===== src/rtl/sma_update_sequencer.sv =====
// Per-stock SMA update sequencer: evicts the oldest price from the shared
// window RAM, writes the new one, and keeps per-stock running sums.
module sma_update_sequencer #(
   parameter int BUFFER_SIZE = 64,
   parameter int NUM_STOCKS  = 4,
   parameter int PRICE_WIDTH = 32,
   localparam int SHIFT      = $clog2(BUFFER_SIZE),
   localparam int ADDR_WIDTH = $clog2(BUFFER_SIZE * NUM_STOCKS),
   localparam int SID_WIDTH  = $clog2(NUM_STOCKS),
   localparam int SUM_WIDTH  = PRICE_WIDTH + SHIFT
) (
   input  logic                   i_clk,
   input  logic                   i_reset_n,
   input  logic                   i_valid,
   output logic                   o_ready,
   input  logic [SID_WIDTH-1:0]   i_stock_id,
   input  logic [PRICE_WIDTH-1:0] i_price,
   output logic                   o_mem_rd_en,
   output logic [ADDR_WIDTH-1:0]  o_mem_rd_addr,
   input  logic [PRICE_WIDTH-1:0] i_mem_rd_data,
   output logic                   o_mem_wr_en,
   output logic [ADDR_WIDTH-1:0]  o_mem_wr_addr,
   output logic [PRICE_WIDTH-1:0] o_mem_wr_data,
   input  logic                   i_mem_busy,
   output logic                   o_sma_valid,
   output logic [SID_WIDTH-1:0]   o_sma_stock_id,
   output logic [PRICE_WIDTH-1:0] o_sma,
   output logic                   o_sma_full
);

   localparam int CW = $clog2(BUFFER_SIZE + 1);

   typedef enum logic [2:0] {
      IDLE,
      RD,
      WAIT,
      UPD,
      OUT
   } state_t;

   state_t                 state;
   logic [SHIFT-1:0]       idx [NUM_STOCKS];
   logic [CW-1:0]          cnt [NUM_STOCKS];
   logic [SUM_WIDTH-1:0]   sum [NUM_STOCKS];
   logic [SID_WIDTH-1:0]   sid_q;
   logic [PRICE_WIDTH-1:0] price_q;
   logic [PRICE_WIDTH-1:0] old_q;

   logic                   full_in;
   logic                   full_cur;
   logic [ADDR_WIDTH-1:0]  slot_in;
   logic [ADDR_WIDTH-1:0]  slot_cur;
   logic [CW-1:0]          new_cnt;
   logic [SUM_WIDTH-1:0]   new_sum;

   // Power-of-2 sizing makes the slot address a simple concatenation.
   assign full_in  = (cnt[i_stock_id] == CW'(BUFFER_SIZE));
   assign full_cur = (cnt[sid_q] == CW'(BUFFER_SIZE));
   assign slot_in  = {i_stock_id, idx[i_stock_id]};
   assign slot_cur = {sid_q, idx[sid_q]};
   assign new_cnt  = full_cur ? cnt[sid_q] : cnt[sid_q] + CW'(1);
   assign new_sum  = sum[sid_q] - SUM_WIDTH'(old_q)
                   + SUM_WIDTH'(price_q);

   always_ff @(posedge i_clk) begin
      if (!i_reset_n) begin
         state          <= IDLE;
         o_ready        <= 1'b1;
         o_mem_rd_en    <= 1'b0;
         o_mem_rd_addr  <= '0;
         o_mem_wr_en    <= 1'b0;
         o_mem_wr_addr  <= '0;
         o_mem_wr_data  <= '0;
         o_sma_valid    <= 1'b0;
         o_sma_stock_id <= '0;
         o_sma          <= '0;
         o_sma_full     <= 1'b0;
         sid_q          <= '0;
         price_q        <= '0;
         old_q          <= '0;
         for (int s = 0; s < NUM_STOCKS; s++) begin
            idx[s] <= '0;
            cnt[s] <= '0;
            sum[s] <= '0;
         end
      end else begin
         unique case (state)
            IDLE: begin
               if (i_valid) begin
                  sid_q         <= i_stock_id;
                  price_q       <= i_price;
                  o_ready       <= 1'b0;
                  o_mem_rd_en   <= full_in;
                  o_mem_rd_addr <= slot_in;
                  state         <= RD;
               end
            end
            RD: begin
               if (!(o_mem_rd_en && i_mem_busy)) begin
                  o_mem_rd_en <= 1'b0;
                  state       <= WAIT;
               end
            end
            WAIT: begin
               old_q         <= full_cur ? i_mem_rd_data : '0;
               o_mem_wr_en   <= 1'b1;
               o_mem_wr_addr <= slot_cur;
               o_mem_wr_data <= price_q;
               state         <= UPD;
            end
            UPD: begin
               if (!i_mem_busy) begin
                  o_mem_wr_en    <= 1'b0;
                  sum[sid_q]     <= new_sum;
                  idx[sid_q]     <= idx[sid_q] + SHIFT'(1);
                  cnt[sid_q]     <= new_cnt;
                  o_sma_valid    <= 1'b1;
                  o_sma          <= new_sum[SUM_WIDTH-1:SHIFT];
                  o_sma_full     <= (new_cnt == CW'(BUFFER_SIZE));
                  o_sma_stock_id <= sid_q;
                  state          <= OUT;
               end
            end
            OUT: begin
               o_sma_valid <= 1'b0;
               o_ready     <= 1'b1;
               state       <= IDLE;
            end
            default: state <= IDLE;
         endcase
      end
   end

endmodule


===== config.mk =====
export PLATFORM = sky130hd
export DESIGN_NAME = sma_update_sequencer
export DESIGN_NICKNAME = d
export VERILOG_FILES = /design/src/rtl/sma_update_sequencer.sv
export SDC_FILE = /design/constraint.sdc
export NUM_CORES = 1
export LEC_CHECK = 0
export ABC_CLOCK_PERIOD_IN_PS = 5550
export BUFFER_PORTS_ARGS = -buffer_cell sky130_fd_sc_hd__buf_2
export CAP_MARGIN = 20
export CORE_MARGIN = 2
export CORE_UTILIZATION = 28
export DETAILED_ROUTE_END_ITERATION = 12
export HOLD_SLACK_MARGIN = 0.03
export PLACE_DENSITY_LB_ADDON = 0.08
export SLEW_MARGIN = 20
export SYNTH_ARGS = -nofsm -noshare
export SYNTH_HDL_FRONTEND = slang
export SYNTH_SLANG_ARGS = --single-unit

===== constraint.sdc =====
create_clock -name i_clk -period 5.55 [get_ports i_clk]
set_clock_uncertainty 0.15 [all_clocks]
set_input_delay 0.555 -clock i_clk [delete_from_list [all_inputs] [get_ports i_clk]]
set_output_delay 0.555 -clock i_clk [all_outputs]
set_load 0.01 [all_outputs]

=== Word level (Yosys, flattened, before mapping) ===
Memory sizes are Yosys's and may differ from the RTL's. A register that Yosys moved wholly into a read port is not among the register bits.
Cells that the tools add are included.

* Bitwise logic cells: 1
* $lt $le $gt $ge: 0
* Divide/modulo/power cells: 0
* Multiply operators: 0
* Muxes and demuxes: 35
* Reduce and logical (&&, ||, !) cells: 17
* Shifts and indexed selects: 0
* Equal/unequal tests: 10
* $add $sub $neg: 4

{| class="wikitable"
|+ Operator list
! cell !! number
|-
| $add 38x32->38 || 1
|-
| $mux 38 || 1
|-
| $reduce_or 38->1 || 1
|-
| $sub 38x32->38 || 1
|-
| $mux 32 || 1
|-
| $eq 7x7->1 const B || 3
|-
| $mux 2 || 9
|-
| $mux 7 || 2
|-
| $mux 1 || 13
|-
| $pmux 3 s4 || 1
|-
| $reduce_and 2->1 || 5
|-
| $mux 3 || 3
|-
| $pmux 1 s2 || 4
|-
| $reduce_bool 2->1 || 4
|-
| $add 7x1->7 const B || 1
|-
| $reduce_or 7->1 || 1
|-
| $add 6x1->6 const B || 1
|-
| $eq 3x2->1 const B || 2
|-
| $mux 6 || 1
|-
| $ne 2x2->1 const B || 3
|-
| $reduce_and 3->1 || 2
|-
| $reduce_or 6->1 || 1
|-
| $eq 3x1->1 const B || 1
|-
| $eq 3x3->1 const B || 1
|-
| other kinds (4) || 4
|}

* ROM bits: 0
* Input port bits: 70
* Bits in writable memories: 204
* Output and inout bits: 87
* Register bits: 156
* Bits in latches: 0
* Memories kept: 3
* Logic and storage cells: 84

{| class="wikitable"
|+ Memories
! memory !! words !! width !! read ports !! clocked after Yosys merged registers in !! write ports !! line !! source
|-
| sum || 4 || 38 || 1 || 1 || 4 || 44 || <nowiki>logic [SUM_WIDTH-1:0] sum [NUM_STOCKS];</nowiki>
|-
| cnt || 4 || 7 || 2 || 1 || 4 || 43 || <nowiki>logic [CW-1:0] cnt [NUM_STOCKS];</nowiki>
|-
| idx || 4 || 6 || 2 || 2 || 4 || 42 || <nowiki>logic [SHIFT-1:0] idx [NUM_STOCKS];</nowiki>
|}

=== Logic depth before layout (Yosys ltp) ===
Gate-level depths: netlist of run 1.

* Word-level depth: 6
* Mapped depth: 18
* Gate-level depth less buffers: 14

=== Least setup slack after synthesis of run 1 ===
OpenSTA, ideal clock, no wires.

* Path type: input to register
* Start: input port i_mem_busy
* End: memory cnt[3][0] (netlist name) (enable)
* Library setup time: 0.530 ns
* Stages on the path: 4
* Setup slack: 0.020 ns
* Data arrival time: 4.850 ns
* Path buffers: 2
* Required time: 4.870 ns
* Cells stage by stage: or3_1 -> clkbuf_1 -> clkbuf_1 -> o21ai_0

{| class="wikitable"
|+ RTL lines
! item !! line !! source
|-
| from (decl) || 24 || <nowiki>input logic i_mem_busy,</nowiki>
|-
| to (decl) || 43 ||
|}

==> results of run 1 <==
tightest hold or removal path: stages:
cell and delay [ns]:
buf_2 0.10, nand2_1 0.04, a21boi_0 0.06
power groups by stage:
stage	logic, mW	clock network (mW)	registers (mW)
after floorplan	1.24	0	3.02
after global placement	1.83	0	3.05
after detailed placement	1.82	0	3.05
after CTS	1.83	2.96	2.99
after global routing	2.02	3.05	3.00
final	1.80	2.88	2.99
path summary, 6_finish.rpt:
kind	start	end	cells past startpoint
setup / recovery	flip-flop	sum[2][35]	14
hold / removal	i_price[0]	price_q[0]	3
setup reg to reg	flip-flop	sum[2][35]	14
hold reg to reg	o_sma_full	o_sma_full	2
state kept, by name (all words and copies together), names as in the netlist, 2 cells and up, named ones only:
| register | count |
|---|---|
| o_mem_rd_addr | 6 |
| old_q | 32 |
| o_sma | 32 |
| idx | 24 |
| state | 3 |
| price_q | 32 |
| cnt | 28 |
| o_mem_wr_data | 32 |
| sid_q | 2 |
| o_sma_stock_id | 2 |
| o_mem_wr_addr | 8 |
| sum | 152 |
stage by stage:
| stage | setup WS, ns | area (µm²) |
|---|---|---|
| floorplan | 0.0199 | 17800 |
| global placement | 0.696 | 19500 |
| detailed placement | 0.587 | 19500 |
| CTS | 0.561 | 20900 |
| global route | 0.190 | 20900 |
| finish | 0.676 | 20900 |
area by class of cell:
class	instances	area, µm²
flip-flops and latches	360	9250
clock inverters	18	151
multi-input cells	1102	7650
clock buffers	65	1280
fillers	6476	42000
repair buffers	177	995
well taps	846	1060
inverters	147	552
kinds of logic after synthesis:
group / after synthesis
compound gates: 289
xor+xnor: 45
fa+ha+maj: 73
buf+inv: 246
flops: 360
mux: 59
simple gates: 636
per-layer routing:
layer	routed length (µm)	vias up
met5	0	-
met4	914	0
met3	1990	57
met2	25600	205
met1	26800	6240
li1	-	6114
cell usage after synthesis, drive strengths merged, types with 3 or more instances:
library cell,n,share of area [%]
a2111oi,3,0.18
a211oi,6,0.25
a21boi,117,4.9
a21o,28,1.2
a21oi,43,1.2
a311oi,3,0.25
a31oi,6,0.21
and2,17,0.60
and3,5,0.18
buf,22,0.58
clkbuf,77,1.6
dfxtp,156,18
edfxtp,204,34
fa,32,3.6
ha,41,2.9
inv,146,3.1
mux4,57,7.2
nand2,276,5.8
nand2b,4,0.14
nand3,46,1.3
nand3b,4,0.17
nand4,11,0.39
nor2,236,5.0
nor2b,3,0.11
nor3,12,0.37
nor4,5,0.18
nor4b,8,0.48
o211ai,5,0.24
o21ai,51,1.5
o21bai,8,0.34
o31ai,4,0.17
or3,3,0.11
xnor2,27,1.4
xor2,18,0.97
==> results.yml, run 1 <==
status:
  status: "completed"
setup_path:
  worstSetupPathType: "reg2reg"
  critPathSlowestCell: "dfxtp_4"
  worst_setup_path_end_kind: "flip-flop"
  crit_buf_inv: 3
  start_kind: "flip-flop"
  cp.arrival_ns: 5.02
  cp_top_family: "compound AO/OA/AOI/OAI gates"
  crit_required_ns: 5.69
  r2r_setup_slack_ns: 0.68
  cp_max_fo: 22
  path_cells: "buf_12, mux4_2, inv_1, fa_1, inv_1, ha_1, a21oi_1, o21ai_0, a31oi_1, o211ai_1, a2111oi_0, o21ai_0, xnor2_1, nor2_1"
  cpPeakStageDelay_ns: 0.62
cts:
  cts_tree: "yes"
  postCtsSetupBuffers: 0
  clk_path_buf_depth: 3
  ctsResizeCount: 0
  clk_pin_slew_ns: 0.06
  clock_latency_ns: 0.58
  cts.sinks: 360
  cts-buffers-inserted: 45
  cts_max_level: 2
  ctsHoldBuffers: 0
  root_buffer: "clkbuf_16"
placement:
  hpwl_mm: 35.4
  port_buffers: 156
  dp_cells: 2631
  gp_congestion: 0.793
grt:
  use_met1_pct: 23.6
  grt_pass1_vias: 13236
  met3_usage_pct: 2.75
  grt-busiest-layer: "met2"
  grtUsageMet2_pct: 27.5
  grt_usage_pct: 16.9
  grt_overflow: 0
  grt_pass1_wl_mm: 84.3
  grt_max_degree: 90
  antenna_found_initial: 0
drt:
  viasPerCell: 4.65
  drt_iter0_drc: 698
  drc: 0
  routed_wl_mm: 55.2
  detail_route.wl_per_cell_um: 20.3
  drt_first_pass_iters: 5
  ant_nets: 0
  vias: 12616
synthesis:
  synthesis.area_mm2: 0.0178
  synth_cell_types: 70
  syn-num-nets: 1851
  muxShareOfSynthArea_pct: 7.34
  async_flop_share_pct: 0
  yosys.area_share.simple_pct: 15.1
  yosysWarnings: 0
  synth_fa_ha_area_share_pct: 6.49
  synthXorXnorAreaFrac_pct: 2.34
  synth_top_flop_cell: "edfxtp_1"
  synth_edf_count: 204
  synthCells: 1708
  seq_area_frac_synth_pct: 52.0
  synth-compound-area-share_pct: 11.4
  ys_ff_latch: 360
  synth_top_family_by_area: "simple AND/OR/NAND/NOR gates"
  avgSynthCellArea_um2: 10.4
die:
  fp.dieH_um: 256
  die_area_mm2: 0.0655
  io_pins: 157
  die_x_um: 256
  initial_utilization_pct: 28.2
  core_mm2: 0.0630
  row_count: 92
finish:
  final_common_cell: "nand2_1"
  antenna-diode-count: 0
  layout_common_cells: "271 x nand2_1, 233 x nor2_1, 204 x edfxtp_1, 155 x buf_2, 154 x dfxtp_1"
  layout-drive-gt1-share_pct: 17.7
  final_cells: 2715
  layout.nets: 1976
  area_delta_synth_final_pct: 17.7
  final_core_util_pct: 33.3
timing:
  slew_headroom_pct: 34.7
  period_minus_slack_ns: 4.87
  maxSlewViolCount: 0
  fmax_ghz: 0.205
  rsz0062_at_grt: "false"
  hold_violations: 0
  setup-violations-final: 0
  setup_tns_ns: 0
  timing.final.crit_share_pct: 87.8
  whs_ns: 0.0784
  worstMarginPinSlew_ns: 0.979
power_and_ir_drop:
  power.density_mw_per_mm2: 366
  seqPwrFrac_pct: 39.0
  ir_drop_v: 0.000179
  switching_share_pct: 32.1
  clockPowerShare_pct: 37.5
  comb_power_share_pct: 23.5
  leakage_nw: 8.22
  p_total_mw: 7.67
  intPower_mw: 5.21
  p_sw_mw: 2.46
job:
  cap_viol_max_count: 0
hold_path:
  worstHoldPathType: "in2reg"
No activity file was read; power rests on OpenSTA's default activity.
==> run 2: changes to the inputs <==
- CORE_ASPECT_RATIO: default -> 1.2
- CORE_UTILIZATION: 28 -> 30
==> run 2 against run 1 <==
  * Sequential cell count stayed put
  * Sequential power is essentially flat
  * Register-to-register slack got worse by 0.05 ns
  * Die area fell by 6.6%
  * Global-route usage grew 1.1 points
==> results.yml, run 2 (synthesized netlist as in run 1, its figures left out) <==
status:
  status: "completed"
grt:
  antenna_found_initial: 1
  grt_overflow: 0
  grt_pass1_wl_mm: 83.0
  grt_pass1_vias: 13170
  grt_usage_pct: 18.0
  grt_max_degree: 73
die:
  fp.dieH_um: 271
  row_count: 97
  initial_utilization_pct: 30.4
  die_area_mm2: 0.0612
  die_x_um: 226
  io_pins: 157
  core_mm2: 0.0585
drt:
  drt_iter0_drc: 686
  drc: 0
  drt_first_pass_iters: 4
  viasPerCell: 4.80
  ant_nets: 0
  vias: 12765
  detail_route.wl_per_cell_um: 20.4
  routed_wl_mm: 54.2
finish:
  area_delta_synth_final_pct: 17.2
  layout-drive-gt1-share_pct: 17.8
  layout.nets: 1977
  largest_reg_flops: 152
  antenna-diode-count: 0
  final_cell_area_mm2: 0.0208
  regMostFlops: "sum"
  layout_common_cells: "271 x nand2_1, 233 x nor2_1, 204 x edfxtp_1, 155 x buf_2, 154 x dfxtp_1"
  final_common_cell: "nand2_1"
job:
  cap_viol_max_count: 0
power_and_ir_drop:
  power.density_mw_per_mm2: 364
  ir_drop_v: 0.000164
  leakage_nw: 8.22
cts:
  cts.sinks: 360
  cts_tree: "yes"
  ctsResizeCount: 0
  cts_max_level: 2
  clk_pin_slew_ns: 0.06
  ctsHoldBuffers: 0
  clock_latency_ns: 0.57
  cts-buffers-inserted: 42
  root_buffer: "clkbuf_16"
  postCtsSetupBuffers: 0
  clk_path_buf_depth: 3
placement:
  placed_cell_area_mm2: 0.0195
  gp_congestion: 0.795
  port_buffers: 156
  hpwl_mm: 35.4
setup_path:
  critPathSlowestCell: "dfxtp_4"
  cpPeakStageDelay_ns: 0.64
  worst_setup_path_end_kind: "flip-flop"
  cp_top_family: "compound AO/OA/AOI/OAI gates"
  crit_required_ns: 5.69
  cp.arrival_ns: 5.06
  crit_buf_inv: 2
  path_cells: "mux4_2, inv_1, fa_1, inv_1, ha_1, a21oi_1, a21oi_1, o21ai_0, o211ai_1, a2111oi_0, o21ai_0, xnor2_1, nor2_1"
  start_kind: "flip-flop"
  worstSetupPathType: "reg2reg"
  cp_max_fo: 20
timing:
  setup-violations-final: 0
  slew_headroom_pct: 31.9
  rsz0062_at_grt: "false"
  setup_tns_ns: 0
  timing.final.crit_share_pct: 88.7
  period_minus_slack_ns: 4.93
  worstMarginPinSlew_ns: 1.02
  maxSlewViolCount: 0
  hold_violations: 0
  fmax_ghz: 0.203
  whs_ns: 0.0822
hold_path:
  min_from: "i_price[21]"
  worstHoldPathType: "in2reg"
## run 2: tightest hold or removal path, delay by kind of cell
family / cells / cell delay [ns]
AOI/OAI and AO/OA: 1 / 0.06
buffers and inverters: 1 / 0.09
and+or+nand+nor: 1 / 0.04
## run 2: final timing paths
path	cells after the start	slack, ns	endpoint
min	3	0.08	price_q[21]
max reg2reg	13	0.62	sum[1][35]
max	13	0.62	sum[1][35]
min reg2reg	2	0.29	o_sma_full
## run 2: cell type report
cell class	instances	area, µm²
fillers	6020	37700
inverters	147	552
repair buffers	181	1020
clock buffers	63	1260
clock inverters	14	123
well taps	792	991
multi-input cells	1102	7630
flip-flops and latches	360	9250
## run 2: metal layers
| layer | part of all wire [%] | vias up | global-route usage [%] |
|---|---|---|---|
| met5 | 0.024 | - | 0 |
| met4 | 1.5 | 2 | 3.32 |
| met2 | 49 | 212 | 30.3 |
| met1 | 46 | 6384 | 24.5 |
| li1 | - | 6107 | - |
| met3 | 3.8 | 60 | 2.85 |
## run 2: power by group
part           switching [mW]  internal (mW)
combinational            1.19          0.588
sequential             0.0679           2.92
clock                    1.15           1.67
total                    2.41           5.18
## run 2: metrics by stage
stage	cells	power [mW]	utilization [%]	worst slack, ns
final	2659	7.58	35.6	0.625
after CTS	2659	7.70	35.6	0.564
after global routing	2659	7.99	35.6	0.321
after global placement	2582	4.84	33.3	0.703
after floorplan	1708	4.26	-	0.0199
after detailed placement	2582	4.84	33.3	0.581
==> run 3: changes to the inputs <==
- ABC_CLOCK_PERIOD_IN_PS: 5550 -> 6100
- BUFFER_PORTS_ARGS: -buffer_cell sky130_fd_sc_hd__buf_2 -> default
- DONT_BUFFER_PORTS: default -> 1
- REMOVE_ABC_BUFFERS: default -> 1
- clock period: 5.55 -> 6.1 ns (I/O delays scaled with it)
==> run 3 against run 2 <==
  * Total power is 11% lower
  * Fmax grew 0.23%
  * Clock-buffer cell count shrank 1
  * Global-route usage is 0.22 points lower
  * Clock power is 13% lower
  * First-iteration DRC count down 3.2%
  * Via count fell by 4.2%
  * Worst setup slack gained 0.56 ns
  * Final cell count decreased by 3.5%
  * Sequential power shrank 8.4%
  * Critical path type unchanged
  * Critical endpoint unchanged
  * Largest power group unchanged
==> results.yml, run 3 (synthesized netlist as in run 1, its figures left out) <==
status:
  status: "completed"
setup_path:
  critPathSlowestCell: "dfxtp_4"
  cp.arrival_ns: 5.07
  cpPeakStageDelay_ns: 0.75
  path_cells: "mux4_2, inv_1, fa_1, inv_1, ha_1, a21oi_1, a21oi_1, o21ai_0, o211ai_1, a2111oi_0, o21ai_0, xnor2_1, nor2_1"
  crit_buf_inv: 2
  worst_setup_path_end_kind: "flip-flop"
  worstSetupPathType: "reg2reg"
  cp_top_family: "compound AO/OA/AOI/OAI gates"
  crit_required_ns: 6.26
  cp_max_fo: 25
  start_kind: "flip-flop"
grt:
  grt_pass1_vias: 13010
  antenna_found_initial: 0
  grt_overflow: 0
  grt_max_degree: 128
  grt_usage_pct: 17.7
  grt_pass1_wl_mm: 81.4
placement:
  hpwl_mm: 33.6
  port_buffers: 0
  gp_congestion: 0.810
power_and_ir_drop:
  seqPwrFrac_pct: 40.4
  clockPowerShare_pct: 36.3
  p_sw_mw: 2.18
  leakage_nw: 7.67
  switching_share_pct: 32.2
  ir_drop_v: 0.000182
  comb_power_share_pct: 23.3
  intPower_mw: 4.59
  power.density_mw_per_mm2: 329
cts:
  root_buffer: "clkbuf_16"
  clock_latency_ns: 0.58
  clk_pin_slew_ns: 0.06
  clk_path_buf_depth: 3
  cts.sinks: 360
  cts-buffers-inserted: 42
  cts_max_level: 2
  cts_tree: "yes"
finish:
  largest_reg_flops: 152
  regMostFlops: "sum"
  area_delta_synth_final_pct: 15.8
  layout.nets: 1885
  final_common_cell: "nand2_1"
  layout_common_cells: "271 x nand2_1, 233 x nor2_1, 204 x edfxtp_1, 154 x dfxtp_1, 146 x inv_1"
  layout-drive-gt1-share_pct: 9.46
  antenna-diode-count: 0
timing:
  setup_tns_ns: 0
  hold_violations: 0
  rsz0062_at_grt: "false"
  maxSlewViolCount: 0
  fmax_ghz: 0.204
  period_minus_slack_ns: 4.91
  timing.final.crit_share_pct: 80.6
  setup-violations-final: 0
  whs_ns: 0.0827
  slew_headroom_pct: 31.3
  worstMarginPinSlew_ns: 1.03
die:
  initial_utilization_pct: 30.4
  die_area_mm2: 0.0612
  core_mm2: 0.0585
  row_count: 97
  io_pins: 157
  fp.dieH_um: 271
  die_x_um: 226
drt:
  viasPerCell: 4.76
  wl_met2_mm: 27.5
  drt_iter0_drc: 664
  vias: 12231
  wl_met3_mm: 1.91
  routed_wl_mm: 53.5
  drc: 0
  detail_route.wl_per_cell_um: 20.8
  top_layer: "met4"
  ant_nets: 0
  drt_first_pass_iters: 5
  wl_met1_mm: 22.8
job:
  cap_viol_max_count: 0
hold_path:
  worstHoldPathType: "in2reg"
## run 3: routing by layer
metal / up-vias / GRT usage, %
met5: - / 0
met1: 6071 / 21.8
li1: 5919 / -
met2: 177 / 31.8
met4: 0 / 4.88
met3: 64 / 2.88
## run 3: layout make-up
class	instances	area, µm²
Sequential cell	360	9250
Timing Repair Buffer	89	853
Tap cell	792	991
Clock inverter	15	124
Multi-Input combinational cell	1102	7630
Clock buffer	62	1190
Fill cell	6022	37900
Inverter	147	552
## run 3: stage by stage
stage          setup slack (ns)  util (%)  instances  cell area, µm²  total power, mW
2_1_floorplan             0.245         -       1609           17400             3.85
3_3_place_gp               1.04      31.8       2421           18600             4.35
3_5_place_dp               1.11      31.8       2421           18600             4.35
4_1_cts                    1.09      35.2       2567           20600             6.89
5_1_grt                   0.825      35.2       2567           20600             7.15
6_report                   1.19      35.2       2567           20600             6.77
## run 3: worst paths after layout
| kind | startpoint | end | slack [ns] | depth (start not counted) |
|---|---|---|---|---|
| worst max-delay path | flip-flop | sum[1][35] | 1.19 | 13 |
| worst min-delay path | i_stock_id[1] | flip-flop | 0.08 | 2 |
| worst max register to register | flip-flop | sum[1][35] | 1.19 | 13 |
| worst min register to register | old_q[25] | old_q[25] | 0.33 | 2 |
## run 3: power groups by stage
stage          clock network [mW]  logic, mW  registers (mW)
2_1_floorplan                   0       1.08            2.77
3_3_place_gp                    0       1.57            2.79
3_5_place_dp                    0       1.56            2.79
4_1_cts                      2.54       1.61            2.74
5_1_grt                      2.64       1.76            2.75
6_report                     2.46       1.58            2.74
## run 3: timing repair
action                    in CTS  in global routing
hold endpoints to repair      88                  0
resized for setup              0                  0
hold buffers                  69                  0
buffers inserted               0                  0
